File: config.mk
export PLATFORM = sky130hd
export DESIGN_NAME = apb_demux_top
export DESIGN_NICKNAME = d
export VERILOG_FILES = /design/src/rtl/apb_pkg.sv /design/src/rtl/apb_demux_decode.sv /design/src/rtl/apb_demux_top.sv
export SDC_FILE = /design/constraint.sdc
export NUM_CORES = 1
export LEC_CHECK = 0
export CAP_MARGIN = 20
export CORE_AREA = 5 5 189 191
export DETAILED_ROUTE_END_ITERATION = 6
export DIE_AREA = 0 0 194 196
export REMOVE_ABC_BUFFERS = 1
export SYNTH_ARGS = -nofsm -noshare
export SYNTH_HDL_FRONTEND = slang
export SYNTH_SLANG_ARGS = --single-unit
File: constraint.sdc
create_clock -name PCLK -period 4.6 [get_ports PCLK]
set_input_delay 0.92 -clock PCLK [delete_from_list [all_inputs] [get_ports PCLK]]
set_output_delay 0.92 -clock PCLK [all_outputs]
set_load 0.03 [all_outputs]
File: src/rtl/apb_pkg.sv
// Shared types and constants for the APB demultiplexer family.
// The response struct is sized for the default 32-bit data path.
package apb_pkg;

  typedef enum logic [1:0] {
    IDLE   = 2'd0,
    SETUP  = 2'd1,
    ACCESS = 2'd2,
    RESP   = 2'd3
  } apb_state_e;

  localparam int DEF_TIMEOUT_CYCLES = 32;
  localparam int DEF_DATA_WIDTH     = 32;
  localparam int DEF_STRB_WIDTH     = DEF_DATA_WIDTH / 8;

  localparam logic [DEF_STRB_WIDTH-1:0] PSTRB_READ = '0;

  typedef struct packed {
    logic [DEF_DATA_WIDTH-1:0] rdata;
    logic                      slverr;
  } apb_resp_t;

  localparam apb_resp_t RESP_NONE      = '{rdata: '0, slverr: 1'b0};
  localparam apb_resp_t RESP_LOCAL_ERR = '{rdata: '0, slverr: 1'b1};

endpackage

File: src/rtl/apb_demux_decode.sv
// Address decoder: the top SEL_BITS of the address pick the completer index;
// hit is low when the index is beyond the populated completers.
module apb_demux_decode #(
  parameter int ADDR_WIDTH = 32,
  parameter int SEL_BITS   = 4,
  parameter int NUM_SLAVES = 9
) (
  input  logic [ADDR_WIDTH-1:0] paddr,
  output logic [SEL_BITS-1:0]   idx,
  output logic                  hit
);

  // Low address bits only matter to the region-mapped variant.
  logic unused_low_bits;
  assign unused_low_bits = ^paddr[ADDR_WIDTH-SEL_BITS-1:0];

  assign idx = paddr[ADDR_WIDTH-1 -: SEL_BITS];
  assign hit = ({{(32-SEL_BITS){1'b0}}, idx} < 32'(NUM_SLAVES));

endmodule

File: src/rtl/apb_demux_top.sv
// 1-to-N APB4 bridge: latches an upstream request, replays it as a clean
// SETUP/ACCESS sequence on one completer and returns a registered response.
module apb_demux_top
  import apb_pkg::*;
#(
  parameter int NUM_APB_SLAVES = 9,
  parameter int APB_ADDR_WIDTH = 32,
  parameter int APB_DATA_WIDTH = 32,
  parameter int APB_STRB_WIDTH = APB_DATA_WIDTH / 8,
  parameter int SEL_BITS       = 4,
  parameter int TIMEOUT_CYCLES = DEF_TIMEOUT_CYCLES
) (
  input  logic                                          PCLK,
  input  logic                                          PRESETn,
  input  logic                                          PSEL_s,
  input  logic                                          PENABLE_s,
  input  logic                                          PWRITE_s,
  input  logic [APB_ADDR_WIDTH-1:0]                     PADDR_s,
  input  logic [APB_DATA_WIDTH-1:0]                     PWDATA_s,
  input  logic [APB_STRB_WIDTH-1:0]                     PSTRB_s,
  input  logic [2:0]                                    PPROT_s,
  output logic [APB_DATA_WIDTH-1:0]                     PRDATA_s,
  output logic                                          PREADY_s,
  output logic                                          PSLVERR_s,
  output logic [NUM_APB_SLAVES-1:0]                     PSEL_m,
  output logic                                          PENABLE_m,
  output logic                                          PWRITE_m,
  output logic [APB_ADDR_WIDTH-1:0]                     PADDR_m,
  output logic [APB_DATA_WIDTH-1:0]                     PWDATA_m,
  output logic [APB_STRB_WIDTH-1:0]                     PSTRB_m,
  output logic [2:0]                                    PPROT_m,
  input  logic [NUM_APB_SLAVES-1:0][APB_DATA_WIDTH-1:0] PRDATA_m,
  input  logic [NUM_APB_SLAVES-1:0]                     PREADY_m,
  input  logic [NUM_APB_SLAVES-1:0]                     PSLVERR_m
);

  // A zero timeout still needs a one-bit counter to keep the logic well formed.
  localparam int CNT_W = (TIMEOUT_CYCLES > 0) ? $clog2(TIMEOUT_CYCLES + 1) : 1;

  apb_state_e                    state_reg;
  logic [CNT_W-1:0]              wait_cnt_reg;
  logic [CNT_W-1:0]              wait_cnt_next;
  logic [NUM_APB_SLAVES-1:0]     psel_m_reg;
  logic                          penable_m_reg;
  logic                          pwrite_m_reg;
  logic [APB_ADDR_WIDTH-1:0]     paddr_m_reg;
  logic [APB_DATA_WIDTH-1:0]     pwdata_m_reg;
  logic [APB_STRB_WIDTH-1:0]     pstrb_m_reg;
  logic [2:0]                    pprot_m_reg;
  logic                          pready_s_reg;
  apb_resp_t                     resp_reg;

  logic [SEL_BITS-1:0]           dec_idx;
  logic                          dec_hit;
  logic [NUM_APB_SLAVES-1:0]     dec_onehot;
  logic [NUM_APB_SLAVES-1:0][APB_DATA_WIDTH-1:0] rdata_gated;
  logic [APB_DATA_WIDTH-1:0]     sel_rdata;
  logic                          sel_ready;
  logic                          sel_slverr;
  logic                          timeout_hit;

  apb_demux_decode #(
    .ADDR_WIDTH (APB_ADDR_WIDTH),
    .SEL_BITS   (SEL_BITS),
    .NUM_SLAVES (NUM_APB_SLAVES)
  ) u_decode (
    .paddr (PADDR_s),
    .idx   (dec_idx),
    .hit   (dec_hit)
  );

  // The registered one-hot select doubles as the response mux control.
  generate
    for (genvar gi = 0; gi < NUM_APB_SLAVES; gi++) begin : g_slave
      assign dec_onehot[gi]  = (dec_idx == SEL_BITS'(gi));
      assign rdata_gated[gi] = psel_m_reg[gi] ? PRDATA_m[gi] : '0;
    end
  endgenerate

  always_comb begin
    sel_rdata = '0;
    for (int i = 0; i < NUM_APB_SLAVES; i++) begin
      sel_rdata = sel_rdata | rdata_gated[i];
    end
  end

  assign sel_ready     = |(PREADY_m & psel_m_reg);
  assign sel_slverr    = |(PSLVERR_m & psel_m_reg);
  assign wait_cnt_next = wait_cnt_reg + CNT_W'(1);
  assign timeout_hit   = (TIMEOUT_CYCLES != 0) && (wait_cnt_next == CNT_W'(TIMEOUT_CYCLES));

  always_ff @(posedge PCLK or negedge PRESETn) begin
    if (!PRESETn) begin
      state_reg     <= IDLE;
      wait_cnt_reg  <= '0;
      psel_m_reg    <= '0;
      penable_m_reg <= 1'b0;
      pwrite_m_reg  <= 1'b0;
      paddr_m_reg   <= '0;
      pwdata_m_reg  <= '0;
      pstrb_m_reg   <= '0;
      pprot_m_reg   <= '0;
      pready_s_reg  <= 1'b0;
      resp_reg      <= RESP_NONE;
    end else begin
      case (state_reg)
        IDLE: begin
          // A request already in its access phase was never seen in setup.
          if (PSEL_s && !PENABLE_s) begin
            paddr_m_reg  <= PADDR_s;
            pwrite_m_reg <= PWRITE_s;
            pwdata_m_reg <= PWDATA_s;
            pstrb_m_reg  <= PWRITE_s ? PSTRB_s : APB_STRB_WIDTH'(PSTRB_READ);
            pprot_m_reg  <= PPROT_s;
            if (dec_hit) begin
              psel_m_reg    <= dec_onehot;
              penable_m_reg <= 1'b0;
              state_reg     <= SETUP;
            end else begin
              resp_reg      <= RESP_LOCAL_ERR;
              pready_s_reg  <= 1'b1;
              state_reg     <= RESP;
            end
          end
        end
        SETUP: begin
          penable_m_reg <= 1'b1;
          wait_cnt_reg  <= '0;
          state_reg     <= ACCESS;
        end
        ACCESS: begin
          if (sel_ready) begin
            resp_reg.rdata  <= pwrite_m_reg ? '0 : DEF_DATA_WIDTH'(sel_rdata);
            resp_reg.slverr <= sel_slverr;
            psel_m_reg      <= '0;
            penable_m_reg   <= 1'b0;
            pready_s_reg    <= 1'b1;
            state_reg       <= RESP;
          end else if (timeout_hit) begin
            resp_reg        <= RESP_LOCAL_ERR;
            psel_m_reg      <= '0;
            penable_m_reg   <= 1'b0;
            pready_s_reg    <= 1'b1;
            state_reg       <= RESP;
          end else begin
            wait_cnt_reg    <= wait_cnt_next;
          end
        end
        RESP: begin
          pready_s_reg <= 1'b0;
          resp_reg     <= RESP_NONE;
          state_reg    <= IDLE;
        end
        default: begin
          state_reg <= IDLE;
        end
      endcase
    end
  end

  assign PSEL_m    = psel_m_reg;
  assign PENABLE_m = penable_m_reg;
  assign PWRITE_m  = pwrite_m_reg;
  assign PADDR_m   = paddr_m_reg;
  assign PWDATA_m  = pwdata_m_reg;
  assign PSTRB_m   = pstrb_m_reg;
  assign PPROT_m   = pprot_m_reg;
  assign PREADY_s  = pready_s_reg;
  assign PRDATA_s  = APB_DATA_WIDTH'(resp_reg.rdata);
  assign PSLVERR_s = resp_reg.slverr;

endmodule

Word-level counts from Yosys, hierarchy flattened. Index checks and enable logic that the tools add are counted.

Add/subtract/negate cells: 1. Magnitude comparators: 1. Equal/unequal tests: 18. Muxes and demuxes: 39. Bitwise logic cells: 10. Reductions and logical operators: 16.

Operators with widths (count): $mux W32 (10); $or A32 B32 Y32 (8); $mux W33 (4); $pmux W33 S3 (1); $mux W9 (4); $and A9 B9 Y9 (2); $pmux W9 S2 (1); $reduce_or A9 Y1 (2); $eq A4 B3 Y1 const B (4); $mux W6 (2); $pmux W6 S2 (1); $reduce_and A4 Y1 (3); $ne A2 B2 Y1 const B (5); $eq A4 B2 Y1 const B (2); $mux W1 (8); $mux W2 (4); $pmux W2 S4 (1); $add A6 B1 Y6 const B (1); $eq A6 B6 Y1 const B (1); $pmux W1 S3 (2); $reduce_bool A3 Y1 (2); $eq A2 B2 Y1 const B (2); $eq A4 B1 Y1 const B (1); $eq A4 B4 Y1 const B (1); other kinds (11) (13).

Register bits: 124. Input port bits: 382. Output and inout port bits: 116. Logic and storage cells: 97.

Longest topological paths before layout.
Word-level depth: 12. Depth in mapped cells: 8. Mapped depth without buffers: 6.

Cells and area by module. A second synthesis with hierarchy kept.

Cell total of the unflattened synthesis: 564. Area, all modules: 6553.8 um^2.

Modules (own cells, without submodules): apb_demux_top (times used 1, cells an instance 559, area each 6511.2 um^2, seq. area each 3103.0 um^2); apb_demux_decode (times used 1, cells an instance 5, area each 42.5 um^2, seq. area each 0.0 um^2).

Worst setup path after synthesis. No wires, ideal clock.

Path kind: input to register. Start point: input PREADY_m[7]. End point: register resp_reg (netlist bit PSLVERR_s). Library setup time: 0.125 ns. Arrival: 2.273 ns. Data required time: 4.475 ns. Setup slack: 2.202 ns. Stages: 4. Path buffers: 0. Cell sequence: a222oi_1 nand3_2 o21ai_4 mux2_2.

Longest elaborated chain between the ends: 4. Elaborated cells on any way between the ends: 6. Those cells by class: eq/ne (1); mux (2); bitwise (1); reduce/logical (2).

RTL lines: start, declared (RTL line apb_demux_top.sv:33) `input logic [NUM_APB_SLAVES-1:0] PREADY_m,`; $and A9 B9 Y9 (*) (RTL line apb_demux_top.sv:87) `assign sel_ready = |(PREADY_m & psel_m_reg);`; $reduce_or A9 Y1 (*) (RTL line apb_demux_top.sv:87); $ne A3 B3 Y1 (no line) / $mux W33 (equally long branches); $reduce_and A4 Y1 (no line) / $pmux W33 S3 (equally long branches); end, declared (RTL line apb_demux_top.sv:51) `apb_resp_t resp_reg;`.

Mark *: on every way between the ends. The rest lies on a longest branch, timed or not. A chain may end at the register's enable or synchronous reset.

Worst setup path in the final report.
Start point: register psel_m_reg[0], in the netlist PSEL_m[0]. End point: output PSEL_m[0].

RTL lines: start, declared (RTL line apb_demux_top.sv:43) `logic [NUM_APB_SLAVES-1:0] psel_m_reg;`; start signal, assigned (RTL line apb_demux_top.sv:116) `psel_m_reg <= dec_onehot;`; end, declared (RTL line apb_demux_top.sv:25) `output logic [NUM_APB_SLAVES-1:0] PSEL_m,`.

No word-level cell between the ends.

==> flow_metrics.env <==
export IMPL_final_cell_mix="clkdlybuf4s50_1, dfrtp_1, mux2_2"
export IMPL_met3_usage_pct=4.585
export IMPL_grt_setup_unrepaired="false"
export IMPL_cts_tree="built"
export IMPL_outcome="finished clean"
export IMPL_endpoint_kind="output pin"
export IMPL_dp_cells=1463
export IMPL_drt_pass1_iter_count=6
export IMPL_synthArstFlopShare_pct=100.0
export IMPL_drt_iter0_markers=577
export IMPL_ir_drop_v=0.0002679
export IMPL_hold_end="PSTRB_m[1]"
export IMPL_routed_wl_um=36910
export IMPL_drv_cap=0
export IMPL_syn_avg_cell_area_sq_um=11.69
export IMPL_drtAntennaViolNets=0
export IMPL_dp_hpwl_um=28420
export IMPL_reg2reg_depth=5
export IMPL_ctsHtreeMaxLevel=4
export IMPL_post_dp_cell_area_sq_mm=0.01187
export IMPL_cts_root_buf="clkbuf_16"
export IMPL_synth_edf_count=0
export IMPL_worstSetupPathType="reg2out"
export IMPL_grt_usage_pct=18.50
export IMPL_cts_buffer_depth=2
export IMPL_synth_top_area_share_pct=48.01
export IMPL_fp_dieH_um=196
export IMPL_grt_pass1_vias=7700
export IMPL_syn_inst=553
export IMPL_cts_sinks=124
export IMPL_num_rows=68
export IMPL_io_buffers=497
export IMPL_min_from="PSTRB_m[1]"
export IMPL_required_ps=3680
export IMPL_path_max_fanout=23
export IMPL_yosys_warnings=0
export IMPL_cts_setup_buffers=0
export IMPL_synthTopCellsByArea="dfrtp_1, mux2_2, a22o_1"
export IMPL_fin_tns_setup_ps=0
export IMPL_start_util_pct=19.04
export IMPL_routedWlPerCell_um=24.67
export IMPL_r2r_start="PSEL_m[8]"
export IMPL_fin_nets=1416
export IMPL_fmaxAchievable_ghz=0.3203
export IMPL_finalSetupViolations=0
export IMPL_design_area_sq_mm=0.01249
export IMPL_r2r_slack_ps=1800
export IMPL_ys_ff_latch=124
export IMPL_io_pins=498
export IMPL_leakage_nw=4.953
export IMPL_worst_slew_pin_slew_ps=1042
export IMPL_slew_viol_final=0
export IMPL_drc=0
export IMPL_place_ws_ps=1072
export IMPL_clk_latency_ps=420
export IMPL_synth_top_flop_cell="dfrtp_1"
export IMPL_post_drt_via_cell_ratio=4.794
export IMPL_synth_largest_area_cell="dfrtp_1"
export IMPL_grt_overflow_total=0
export IMPL_coreArea_sq_mm=0.03395
export IMPL_slew_limit_headroom_pct=30.55
export IMPL_clk_pin_slew_ps=60
export IMPL_grt_busiest_layer="met2"
export IMPL_finalNonFillerCells=1496
export IMPL_worstSetupStartpointType="flop"
export IMPL_globalRouteMet2Util_pct=31.47
export IMPL_setup_slack_ps=1478
export IMPL_grt_pass1_wl_um=52870
export IMPL_syn2layout_area_growth_pct=93.21
export IMPL_cts_resized=0
export IMPL_clock_skew_ps=13.71
export IMPL_worstHoldPathCells=2
export IMPL_yosysSeqAreaShare_pct=48.01
export IMPL_synth_cell_types=43
export IMPL_netlist_area_sq_mm=0.006464
export IMPL_drive_above_1_share_pct=12.40
export IMPL_r2r_end="PRDATA_s[12]"
export IMPL_mostFrequentLayoutCell="clkdlybuf4s50_1"
export IMPL_holdWs_ps=485.3
export IMPL_p_total_mw=6.985
export IMPL_vias=7172
export IMPL_crit_arrival_ps=2200
export IMPL_cts_buffers=17
export IMPL_grt_max_degree=78
export IMPL_die_area_sq_mm=0.03802
export IMPL_fin_crit_sh_pct=67.87
export IMPL_period_minus_slack_ps=3122
export IMPL_met1_usage_pct=23.38
export IMPL_final_core_utilization_pct=36.79
export IMPL_hold_path_class="reg2reg"
export IMPL_hold_viol=0
export IMPL_powerDensity_mw_per_mm2=559.3
export IMPL_antenna_found_initial=2
export IMPL_gp_congestion=0.9431
export IMPL_die_w_um=194
export IMPL_holdBufCountCts=0
==> worst max-delay path, cell delays in order (launching register included) <==
cell and delay (ps):
dfrtp_2 640, buf_4 390, clkdlybuf4s50_1 740
==> kinds of logic (layout without fill, tap and decap cells) <==
logic type               count (synthesis)  after routing  synth area share, %
AND/OR/NAND/NOR                         78             78                6.136
flip-flops                             124            124                48.01
AO/OA/AOI/OAI                          206            206                26.98
XOR/XNOR                                 4              4               0.5421
buffers and inverters                   60            547                4.162
adder cells (fa/ha/maj)                  7              7                1.355
multiplexers                            74             74                12.81
other                                    0              1                    0
==> how the worst max path moves through the flow <==
stage | end | depth (start not counted) | start | slack (ps)
4_1_cts | PSEL_m[0] | 2 | PSEL_m[0] | 1420
5_1_grt | PRDATA_s[12] | 6 | PREADY_m[7] | 1350
6_report | PSEL_m[0] | 2 | PSEL_m[0] | 1480
3_5_place_dp | PRDATA_s[1] | 6 | PREADY_m[7] | 1070
2_1_floorplan | PSEL_m[4] | 4 | PSEL_s | 1320
3_3_place_gp | PRDATA_s[17] | 6 | PREADY_m[7] | 1230
==> Yosys cell counts (2+ instances only) <==
master,count
buf_2,5
buf_6,5
a22oi_1,37
nor2_1,4
o2bb2ai_1,3
nand2_1,18
ha_1,7
mux2_2,70
a21o_1,2
mux2i_1,4
clkbuf_1,39
a22o_1,68
nand3_1,37
a221oi_1,33
nor3_1,4
nand2b_1,2
o21ai_0,9
a21oi_1,5
a222oi_1,34
buf_1,5
inv_1,6
xor2_1,3
nor3b_1,2
o211ai_1,4
and3_1,3
and2_1,3
a31oi_1,2
dfrtp_1,124
==> routing by layer <==
| layer | wire, um | up-vias |
|---|---|---|
| li1 | - | 3212 |
| met1 | 15290 | 3528 |
| met2 | 18120 | 380 |
| met3 | 2600 | 50 |
| met4 | 883 | 2 |
| met5 | 13 | - |
==> area by class of cell <==
type	instances	area, sq um
diodes	1	2.502
inverters	6	22.52
flip-flops and latches	124	3114
clock inverters	14	183.9
fillers	3345	21460
clock buffers	18	429.2
well taps	455	569.3
repair buffers	509	5066
multi-input cells	369	3100
==> power by group <==
part | total (mW) | internal, mW | switching [mW]
Combinational | 3.73 | 1.66 | 2.07
Clock | 1.43 | 0.867 | 0.560
Sequential | 1.83 | 1.49 | 0.341
(Power assumes the default switching activity.)
